$ cat config.mk
export PLATFORM = sky130hd
export DESIGN_NAME = div_result_bcd
export DESIGN_NICKNAME = d
export VERILOG_FILES = /design/src/rtl/div_result_bcd.sv
export SDC_FILE = /design/constraint.sdc
export NUM_CORES = 1
export LEC_CHECK = 0
export BUFFER_PORTS_ARGS = -buffer_cell sky130_fd_sc_hd__buf_2
export CORE_MARGIN = 2
export CORE_UTILIZATION = 55
export DETAILED_ROUTE_END_ITERATION = 6
export GPL_ROUTABILITY_DRIVEN = 0
export GPL_TIMING_DRIVEN = 0
export PLACE_DENSITY = 0.81
export SLEW_MARGIN = 40
export SYNTH_ARGS = -nofsm -noshare
export SYNTH_HDL_FRONTEND = slang
export SYNTH_SLANG_ARGS = --single-unit
$ cat constraint.sdc
create_clock -name clk -period 1.8 [get_ports clk]
set_clock_uncertainty 0.05 [all_clocks]
set_input_delay 0.27 -clock clk [delete_from_list [all_inputs] [get_ports clk]]
set_output_delay 0.27 -clock clk [all_outputs]
set_load 0.02 [all_outputs]
$ cat src/rtl/div_result_bcd.sv
// div_result_bcd: converts a 4-bit quotient/remainder pair into two-digit BCD
// using a sequential double-dabble (four shift steps per channel) with a
// valid/ready handshake on both sides.
// Optional build macro: DIV_RESULT_BCD_SEG_EN adds registered active-low
// seven-segment encodings (bit order gfedcba) of the four digits.
module div_result_bcd (
  input  logic       clk,
  input  logic       rst,
  input  logic       in_valid,
  output logic       in_ready,
  input  logic [3:0] quotient,
  input  logic [3:0] remainder,
  output logic       out_valid,
  input  logic       out_ready,
  output logic [3:0] q_tens,
  output logic [3:0] q_ones,
  output logic [3:0] r_tens,
  output logic [3:0] r_ones,
`ifdef DIV_RESULT_BCD_SEG_EN
  output logic [6:0] seg_q_tens,
  output logic [6:0] seg_q_ones,
  output logic [6:0] seg_r_tens,
  output logic [6:0] seg_r_ones,
`endif
  output logic       busy
);

  typedef enum logic [1:0] {
    IDLE  = 2'd0,
    SHIFT = 2'd1,
    HOLD  = 2'd2
  } state_t;

  state_t state_q;

  // Channel 0 carries the quotient, channel 1 the remainder.
  logic [1:0][3:0] bin_q;
  logic [1:0][7:0] acc_q;
  logic [1:0][3:0] bin_d;
  logic [1:0][7:0] acc_d;
  logic [1:0]      cnt_q;
  // Set once the step counter has wrapped 3->0, i.e. all four steps are done;
  // the following edge moves the accumulators into the digit registers.
  logic            wrap_q;

  // One double-dabble step per channel: correct the ones digit, then shift.
  // With a 4-bit source the tens digit never exceeds 1, so it needs no
  // correction of its own.
  for (genvar gi = 0; gi < 2; gi++) begin : g_dabble
    logic [3:0]  ones_adj;
    logic [11:0] shifted;
    assign ones_adj   = (acc_q[gi][3:0] >= 4'd5) ? (acc_q[gi][3:0] + 4'd3)
                                                 : acc_q[gi][3:0];
    assign shifted    = {acc_q[gi][6:4], ones_adj, bin_q[gi], 1'b0};
    assign acc_d[gi]  = shifted[11:4];
    assign bin_d[gi]  = shifted[3:0];
  end

  // Handshake flags decoded straight from state.
  assign in_ready = (state_q == IDLE);
  assign busy     = (state_q != IDLE);

`ifdef DIV_RESULT_BCD_SEG_EN
  // Active-low gfedcba pattern for one BCD digit; non-decimal codes blank.
  function automatic logic [6:0] seg7(input logic [3:0] digit);
    logic [6:0] pattern;
    case (digit)
      4'd0:    pattern = 7'h40;
      4'd1:    pattern = 7'h79;
      4'd2:    pattern = 7'h24;
      4'd3:    pattern = 7'h30;
      4'd4:    pattern = 7'h19;
      4'd5:    pattern = 7'h12;
      4'd6:    pattern = 7'h02;
      4'd7:    pattern = 7'h78;
      4'd8:    pattern = 7'h00;
      4'd9:    pattern = 7'h10;
      default: pattern = 7'h7F;
    endcase
    return pattern;
  endfunction
`endif

  // Control FSM with datapath registers and registered result outputs.
  always_ff @(posedge clk or posedge rst) begin
    if (rst) begin
      state_q    <= IDLE;
      bin_q      <= '0;
      acc_q      <= '0;
      cnt_q      <= '0;
      wrap_q     <= 1'b0;
      out_valid  <= 1'b0;
      q_tens     <= '0;
      q_ones     <= '0;
      r_tens     <= '0;
      r_ones     <= '0;
`ifdef DIV_RESULT_BCD_SEG_EN
      seg_q_tens <= 7'h40;
      seg_q_ones <= 7'h40;
      seg_r_tens <= 7'h40;
      seg_r_ones <= 7'h40;
`endif
    end else begin
      case (state_q)
        IDLE: begin
          if (in_valid) begin
            bin_q   <= {remainder, quotient};
            acc_q   <= '0;
            cnt_q   <= '0;
            wrap_q  <= 1'b0;
            state_q <= SHIFT;
          end
        end
        SHIFT: begin
          if (wrap_q) begin
            // Conversion complete: publish digits and wait for the consumer.
            q_tens     <= acc_q[0][7:4];
            q_ones     <= acc_q[0][3:0];
            r_tens     <= acc_q[1][7:4];
            r_ones     <= acc_q[1][3:0];
`ifdef DIV_RESULT_BCD_SEG_EN
            seg_q_tens <= seg7(acc_q[0][7:4]);
            seg_q_ones <= seg7(acc_q[0][3:0]);
            seg_r_tens <= seg7(acc_q[1][7:4]);
            seg_r_ones <= seg7(acc_q[1][3:0]);
`endif
            out_valid  <= 1'b1;
            wrap_q     <= 1'b0;
            state_q    <= HOLD;
          end else begin
            acc_q  <= acc_d;
            bin_q  <= bin_d;
            cnt_q  <= cnt_q + 2'd1;
            wrap_q <= (cnt_q == 2'd3);
          end
        end
        HOLD: begin
          // in_valid is ignored here; the next pair waits for IDLE.
          if (out_ready) begin
            out_valid <= 1'b0;
            state_q   <= IDLE;
          end
        end
        default: begin
          state_q <= IDLE;
        end
      endcase
    end
  end

endmodule

==> results.sh, run 1 <==
export IMPL_yosysSeqAreaShare_pct=56.9
export IMPL_crit_chain="nor2_1 -> buf_2"
export IMPL_path_class="reg -> out"
export IMPL_period_needed_ps=1740
export IMPL_die_area_um2=4180
export IMPL_r2r_end="acc_q[2]$_DFFE_PP0P_"
export IMPL_h_tree_depth=2
export IMPL_fin_crit_sh_pct=96.5
export IMPL_wirelength_mm=3.64
export IMPL_pwr_share_comb_pct=48.8
export IMPL_wire_per_inst_um=13.8
export IMPL_setup_viol=0
export IMPL_area_delta_synth_final_pct=18.1
export IMPL_required_ps=1480
export IMPL_numPortBuffers=30
export IMPL_synth_area_um2=2020
export IMPL_drtAntennaViolNets=0
export IMPL_critPathMaxStageDelay_ps=470
export IMPL_core_area_um2=3610
export IMPL_vias_per_cell=5.40
export IMPL_arrival_ps=1420
export IMPL_nNetsFinal=231
export IMPL_internal_power_mw=2.94
export IMPL_slew_headroom_pct=70.4
export IMPL_hold_end="state_q[1]$_DFFE_PP0P_"
export IMPL_path_delay_family="flip-flops"
export IMPL_switching_power_mw=2.04
export IMPL_grt_pass1_wl_mm=6.40
export IMPL_antenna_found_initial=0
export IMPL_powerDensity_nw_per_um2=2090
export IMPL_rsz0062_at_grt="true"
export IMPL_maxCapViolCount=0
export IMPL_fill_cells=295
export IMPL_status="complete, no violations"
export IMPL_syn_area_per_cell_um2=11.7
export IMPL_vias=1420
export IMPL_rows=22
export IMPL_path_clk_slew_ps=80
export IMPL_drtIter0Drc=57
export IMPL_yosys_warnings=0
export IMPL_drt_pass1_iter_count=4
export IMPL_ys_ff_latch=46
export IMPL_ir_worst_vdd_mv=1.21
export IMPL_hold_ws_ps=165
export IMPL_reg2reg_from="acc_q[0]$_DFFE_PP0P_"
export IMPL_cts_max_path_buffers=2
export IMPL_power_share_clock_pct=15.2
export IMPL_hold_violations=0
export IMPL_hold_path_class="in -> reg"
export IMPL_drive_gt1_share_pct=32.1
export IMPL_holdPathStages=4
export IMPL_min_from="out_ready"
export IMPL_max_clock_freq_mhz=576
export IMPL_reg2reg_slack_ps=90
export IMPL_ys_types=32
export IMPL_fin_cells=263
export IMPL_r2r_cells=6
export IMPL_sw_frac_of_total_pct=41.0
export IMPL_cts_made_buffers=5
export IMPL_ios=31
export IMPL_tightestPinTransition_ps=444
export IMPL_clock_latency_ps=300
export IMPL_cts_root_buf="clkbuf_8"
export IMPL_die_h_um=64.6
export IMPL_crit_path_max_fanout=7
export IMPL_cp_buffers_inverters=1
export IMPL_grt_start_max_net_pins=32
export IMPL_gr_total_overflow=0
export IMPL_grt_usage_pct=20.4
export IMPL_place_inst=252
export IMPL_cts_tree="yes"
export IMPL_start_util_pct=56.1
export IMPL_power_frac_seq_pct=36.0
export IMPL_syn_inst=173
export IMPL_diodes=0
export IMPL_setup_worst_path_end_class="output port"
export IMPL_die_x_um=64.6
export IMPL_crit_cells=2
export IMPL_start_kind="flop"
export IMPL_dp_hpwl_mm=2.61
export IMPL_cp_slowest_cell="dfrtp_1"
export IMPL_grt_pass1_vias=1398
export IMPL_power_mw=4.99
export IMPL_clkSinkCount=46
export IMPL_drc_errors=0
export IMPL_p_leak_nw=1.19
export IMPL_drv_slew=0
export IMPL_synthesis_nets=190
==> routing by layer <==
metal  vias up  GRT usage (%)  share of wire (%)
met5         -              0                  0
met4         0           10.6                2.1
met3         9           3.99                4.7
met2        42           31.8                 47
met1       683           27.1                 46
li1        686              -                  -
==> synthesized netlist by cell type (all sizes together) <==
cell	n	area share, %
dfrtp	46	57
nand2	29	5.4
o21ai	15	3.7
mux2	11	6.1
inv	9	1.8
nor2	9	2.2
a22o	6	2.6
a31oi	6	3.5
a21oi	5	1.8
buf	5	2.5
ha	5	3.1
a32o	4	2.0
nand2b	4	1.2
nand3	4	0.99
clkbuf	2	0.37
mux2i	2	0.99
nor3b	2	1.3
o22ai	2	0.62
o31ai	2	0.74
xnor2	2	0.87
and2b	1	0.37
o32ai	1	0.43
xor2	1	0.43
==> metrics by stage <==
step	utilization (%)	TNS, ps	worst slack [ps]	cell area, um2
after global placement	61.9	-8320	-182	2230
final	66.2	0	62.7	2390
after CTS	65.8	0	51.7	2370
after floorplan	-	0	145	2020
after detailed placement	62.5	0	99.9	2250
after global routing	66.2	-1.44	-1.44	2390
==> kinds of logic (layout without fill, tap and decap cells) <==
| family | Yosys count | count (layout) | share of synthesized area (%) |
|---|---|---|---|
| simple gates | 49 | 49 | 11.4 |
| flops | 46 | 46 | 56.9 |
| compound gates | 41 | 41 | 15.4 |
| buf+inv | 16 | 58 | 4.70 |
| mux | 13 | 13 | 7.12 |
| fa+ha+maj | 5 | 5 | 3.09 |
| xor+xnor | 3 | 3 | 1.30 |
==> sequential cells by signal, summed over array words and instances (netlist names) <==
register and cells:
bin_d 6, out_valid 1, state_q 2, q_tens 4
r_ones 4, q_ones 4, acc_q 10, wrap_q 1
cnt_q 2, r_tens 4, acc_d 8
==> cell type report <==
| type | count | area [um2] | share of cell area [%] |
|---|---|---|---|
| buffer | 7 | 58.8 | 2.46 |
| clock buffer | 5 | 68.8 | 2.88 |
| clock inverter | 3 | 40.0 | 1.68 |
| inverter | 9 | 38.8 | 1.62 |
| multi-input combinational | 111 | 776 | 32.5 |
| sequential | 46 | 1150 | 48.2 |
| tap | 48 | 60.1 | 2.51 |
| timing repair buffer | 34 | 195 | 8.17 |
==> how the worst max path moves through the flow <==
stage	start	end	slack [ps]
2_1_floorplan	state_q[1]$_DFFE_PP0P_	bin_d[5]$_DFFE_PP0P_	140
6_report	state_q[1]$_DFFE_PP0P_	in_ready	60
5_1_grt	state_q[1]$_DFFE_PP0P_	in_ready	-1
3_3_place_gp	rst	bin_d[3]$_DFFE_PP0P_	-180
3_5_place_dp	state_q[0]$_DFFE_PP0P_	acc_d[5]$_DFFE_PP0P_	100
4_1_cts	state_q[1]$_DFFE_PP0P_	in_ready	50
==> worst min-delay path: cells and delay by family <==
family,cells,cell delay (ps)
buffers and inverters,1,90
AND/OR/NAND/NOR,3,130
==> cells in the final DEF, fill, tap and decap left out, types with 2 or more instances in the layout <==
cell type and count:
nand2_1 29, inv_1 7, a31oi_2 3, clkbuf_1 2
dfrtp_1 46, o22ai_1 2, a32o_1 4, nor2_1 5
ha_1 5, nor2_2 4, a21oi_1 4, inv_4 2
xnor2_1 2, clkbuf_8 5, buf_4 4, mux2_2 11
mux2i_1 2, o21ai_0 15, nand3_1 4, nand2b_1 4
a31oi_1 2, buf_2 31, buf_12 2, a22o_1 6
clkinv_2 2, o31ai_1 2
==> what timing repair did <==
action / 4_1_cts / 5_1_grt
setup buffers: 0 / 2
hold buffers: 1 / 0
resized for setup: 0 / 0
setup endpoints to repair: 0 / 13
endpoints found under the hold margin: 15 / 0
==> power groups by stage <==
stage	Combinational, mW	Sequential, mW	Clock (mW)
3_5_place_dp	2.39	1.82	0
5_1_grt	2.69	1.85	0.822
2_1_floorplan	1.69	1.92	0
6_report	2.43	1.79	0.758
3_3_place_gp	2.33	1.79	0
4_1_cts	2.40	1.80	0.770
Note: power is estimated with default switching activity, not from simulation.
==> run 2, diff against run 1 <==
--- a/config.mk
+++ b/config.mk
@@ -11,7 +11,7 @@
 export DETAILED_ROUTE_END_ITERATION = 6
 export GPL_ROUTABILITY_DRIVEN = 0
 export GPL_TIMING_DRIVEN = 0
-export PLACE_DENSITY = 0.81
+export PLACE_DENSITY = 0.82
 export SLEW_MARGIN = 40
 export SYNTH_ARGS = -nofsm -noshare
 export SYNTH_HDL_FRONTEND = slang
==> results.sh, run 2 (synthesized netlist as in run 1, its figures left out) <==
export IMPL_status="complete, no violations"
export IMPL_power_mw=4.77
export IMPL_die_h_um=64.6
export IMPL_die_x_um=64.6
export IMPL_die_area_um2=4180
export IMPL_fin_cells=261
export IMPL_max_clock_freq_mhz=624
export IMPL_wirelength_mm=3.46
export IMPL_period_needed_ps=1600
export IMPL_vias=1373
export IMPL_ir_worst_vdd_mv=1.06
export IMPL_area_delta_synth_final_pct=16.4
export IMPL_place_inst=252
export IMPL_cts_tree="yes"
export IMPL_rsz0062_at_grt="false"
export IMPL_reg2reg_from="state_q[1]$_DFFE_PP0P_"
export IMPL_required_ps=1480
export IMPL_mostFrequentLayoutCell="dfrtp_1"
export IMPL_drive_gt1_share_pct=31.9
export IMPL_wire_per_inst_um=13.3
export IMPL_critPathMaxStageDelay_ps=480
export IMPL_setup_worst_path_end_class="output port"
export IMPL_r2r_end="q_tens[1]$_DFFE_PP0P_"
export IMPL_arrival_ps=1280
export IMPL_numPortBuffers=30
export IMPL_start_kind="flop"
export IMPL_drc_errors=0
export IMPL_hold_violations=0
export IMPL_cts_made_buffers=5
export IMPL_p_leak_nw=1.17
export IMPL_cp_slowest_cell="dfrtp_1"
export IMPL_drt_pass1_iter_count=4
export IMPL_vias_per_cell=5.26
export IMPL_path_clk_slew_ps=80
export IMPL_hold_path_class="in -> reg"
export IMPL_regMostFlops="acc_q"
export IMPL_grt_pass1_vias=1360
export IMPL_tightestPinTransition_ps=436
export IMPL_cp_buffers_inverters=1
export IMPL_diodes=0
export IMPL_hold_end="bin_d[5]$_DFFE_PP0P_"
export IMPL_holdPathStages=2
export IMPL_cts_root_buf="clkbuf_8"
export IMPL_largest_reg_flops=10
export IMPL_mostFrequentLayoutCells="46 x dfrtp_1, 31 x buf_2, 29 x nand2_1, 15 x o21ai_0, 11 x mux2_2"
export IMPL_fin_crit_sh_pct=89.0
export IMPL_crit_chain="nor2_2 -> buf_2"
export IMPL_ios=31
export IMPL_gr_total_overflow=0
export IMPL_nNetsFinal=230
export IMPL_min_from="remainder[0]"
export IMPL_core_area_um2=3610
export IMPL_grt_pass1_wl_mm=6.22
export IMPL_crit_path_max_fanout=7
export IMPL_grt_start_max_net_pins=29
export IMPL_h_tree_depth=2
export IMPL_fill_cells=285
export IMPL_r2r_cells=4
export IMPL_dp_hpwl_mm=2.49
export IMPL_rows=22
export IMPL_reg2reg_slack_ps=200
export IMPL_clock_latency_ps=300
export IMPL_maxCapViolCount=0
export IMPL_drtAntennaViolNets=0
export IMPL_path_class="reg -> out"
export IMPL_powerDensity_nw_per_um2=2030
export IMPL_drv_slew=0
export IMPL_start_util_pct=56.1
export IMPL_grt_usage_pct=19.7
export IMPL_antenna_found_initial=0
export IMPL_path_delay_family="flip-flops"
export IMPL_clkSinkCount=46
export IMPL_slew_headroom_pct=70.9
export IMPL_drtIter0Drc=111
export IMPL_setup_viol=0
export IMPL_cts_max_path_buffers=2
==> run 2: cell count changes in the layout (fill, tap and decap cells not counted), sizes merged <==
cell | before | now
buf | 38 | 37
bufinv | 1 | 0
==> run 2: through the flow <==
stage	setup TNS, ps	setup WS (ps)	utilization [%]	area (um2)	hold slack [ps]
after floorplan	0	145	-	2020	370
after CTS	0	79.1	65.0	2340	167
after global routing	0	32.1	65.3	2350	189
after global placement	-7190	-158	61.9	2230	407
final	0	198	65.3	2350	174
after detailed placement	0	93.5	62.5	2250	177
==> run 2: worst max path at each step <==
stage / from / end / cells after the start
floorplan: state_q[1]$_DFFE_PP0P_ / bin_d[5]$_DFFE_PP0P_ / 4
global placement: rst / r_ones[0]$_DFFE_PP0P_ / 2
detailed placement: state_q[0]$_DFFE_PP0P_ / acc_d[5]$_DFFE_PP0P_ / 5
CTS: state_q[0]$_DFFE_PP0P_ / acc_d[5]$_DFFE_PP0P_ / 5
global route: state_q[1]$_DFFE_PP0P_ / r_ones[0]$_DFFE_PP0P_ / 4
finish: state_q[1]$_DFFE_PP0P_ / in_ready / 2
==> run 2: layout make-up <==
type,instances,area [um2],share of cell area (%)
inverters,9,38.8,1.65
flip-flops and latches,46,1150,48.9
repair buffers,33,188,7.97
well taps,48,60.1,2.55
clock inverters,2,10.0,0.425
plain buffers,7,58.8,2.50
clock buffers,5,68.8,2.92
multi-input cells,111,778,33.1
==> run 2: metal layers <==
| metal | global-route usage, % | routed length (um) | vias up |
|---|---|---|---|
| met1 | 26.2 | 1670 | 648 |
| met5 | 0 | 0 | - |
| met4 | 6.38 | 44 | 0 |
| met2 | 31.5 | 1590 | 39 |
| met3 | 5.73 | 150 | 5 |
| li1 | - | - | 681 |
==> run 2: power by group <==
part           total [mW]  leakage (nW)  internal [mW]  switching [mW]
Clock               0.592        0.0438          0.261           0.331
Combinational        2.38         0.530           1.03            1.35
Sequential           1.80         0.596           1.48           0.311
==> run 2: repair_timing <==
action / 4_1_cts / 5_1_grt
hold buffers: 1 / 0
resized for setup: 0 / 1
setup buffers: 0 / 1
endpoints found under the hold margin: 18 / 0
endpoints found under the setup margin: 0 / 15
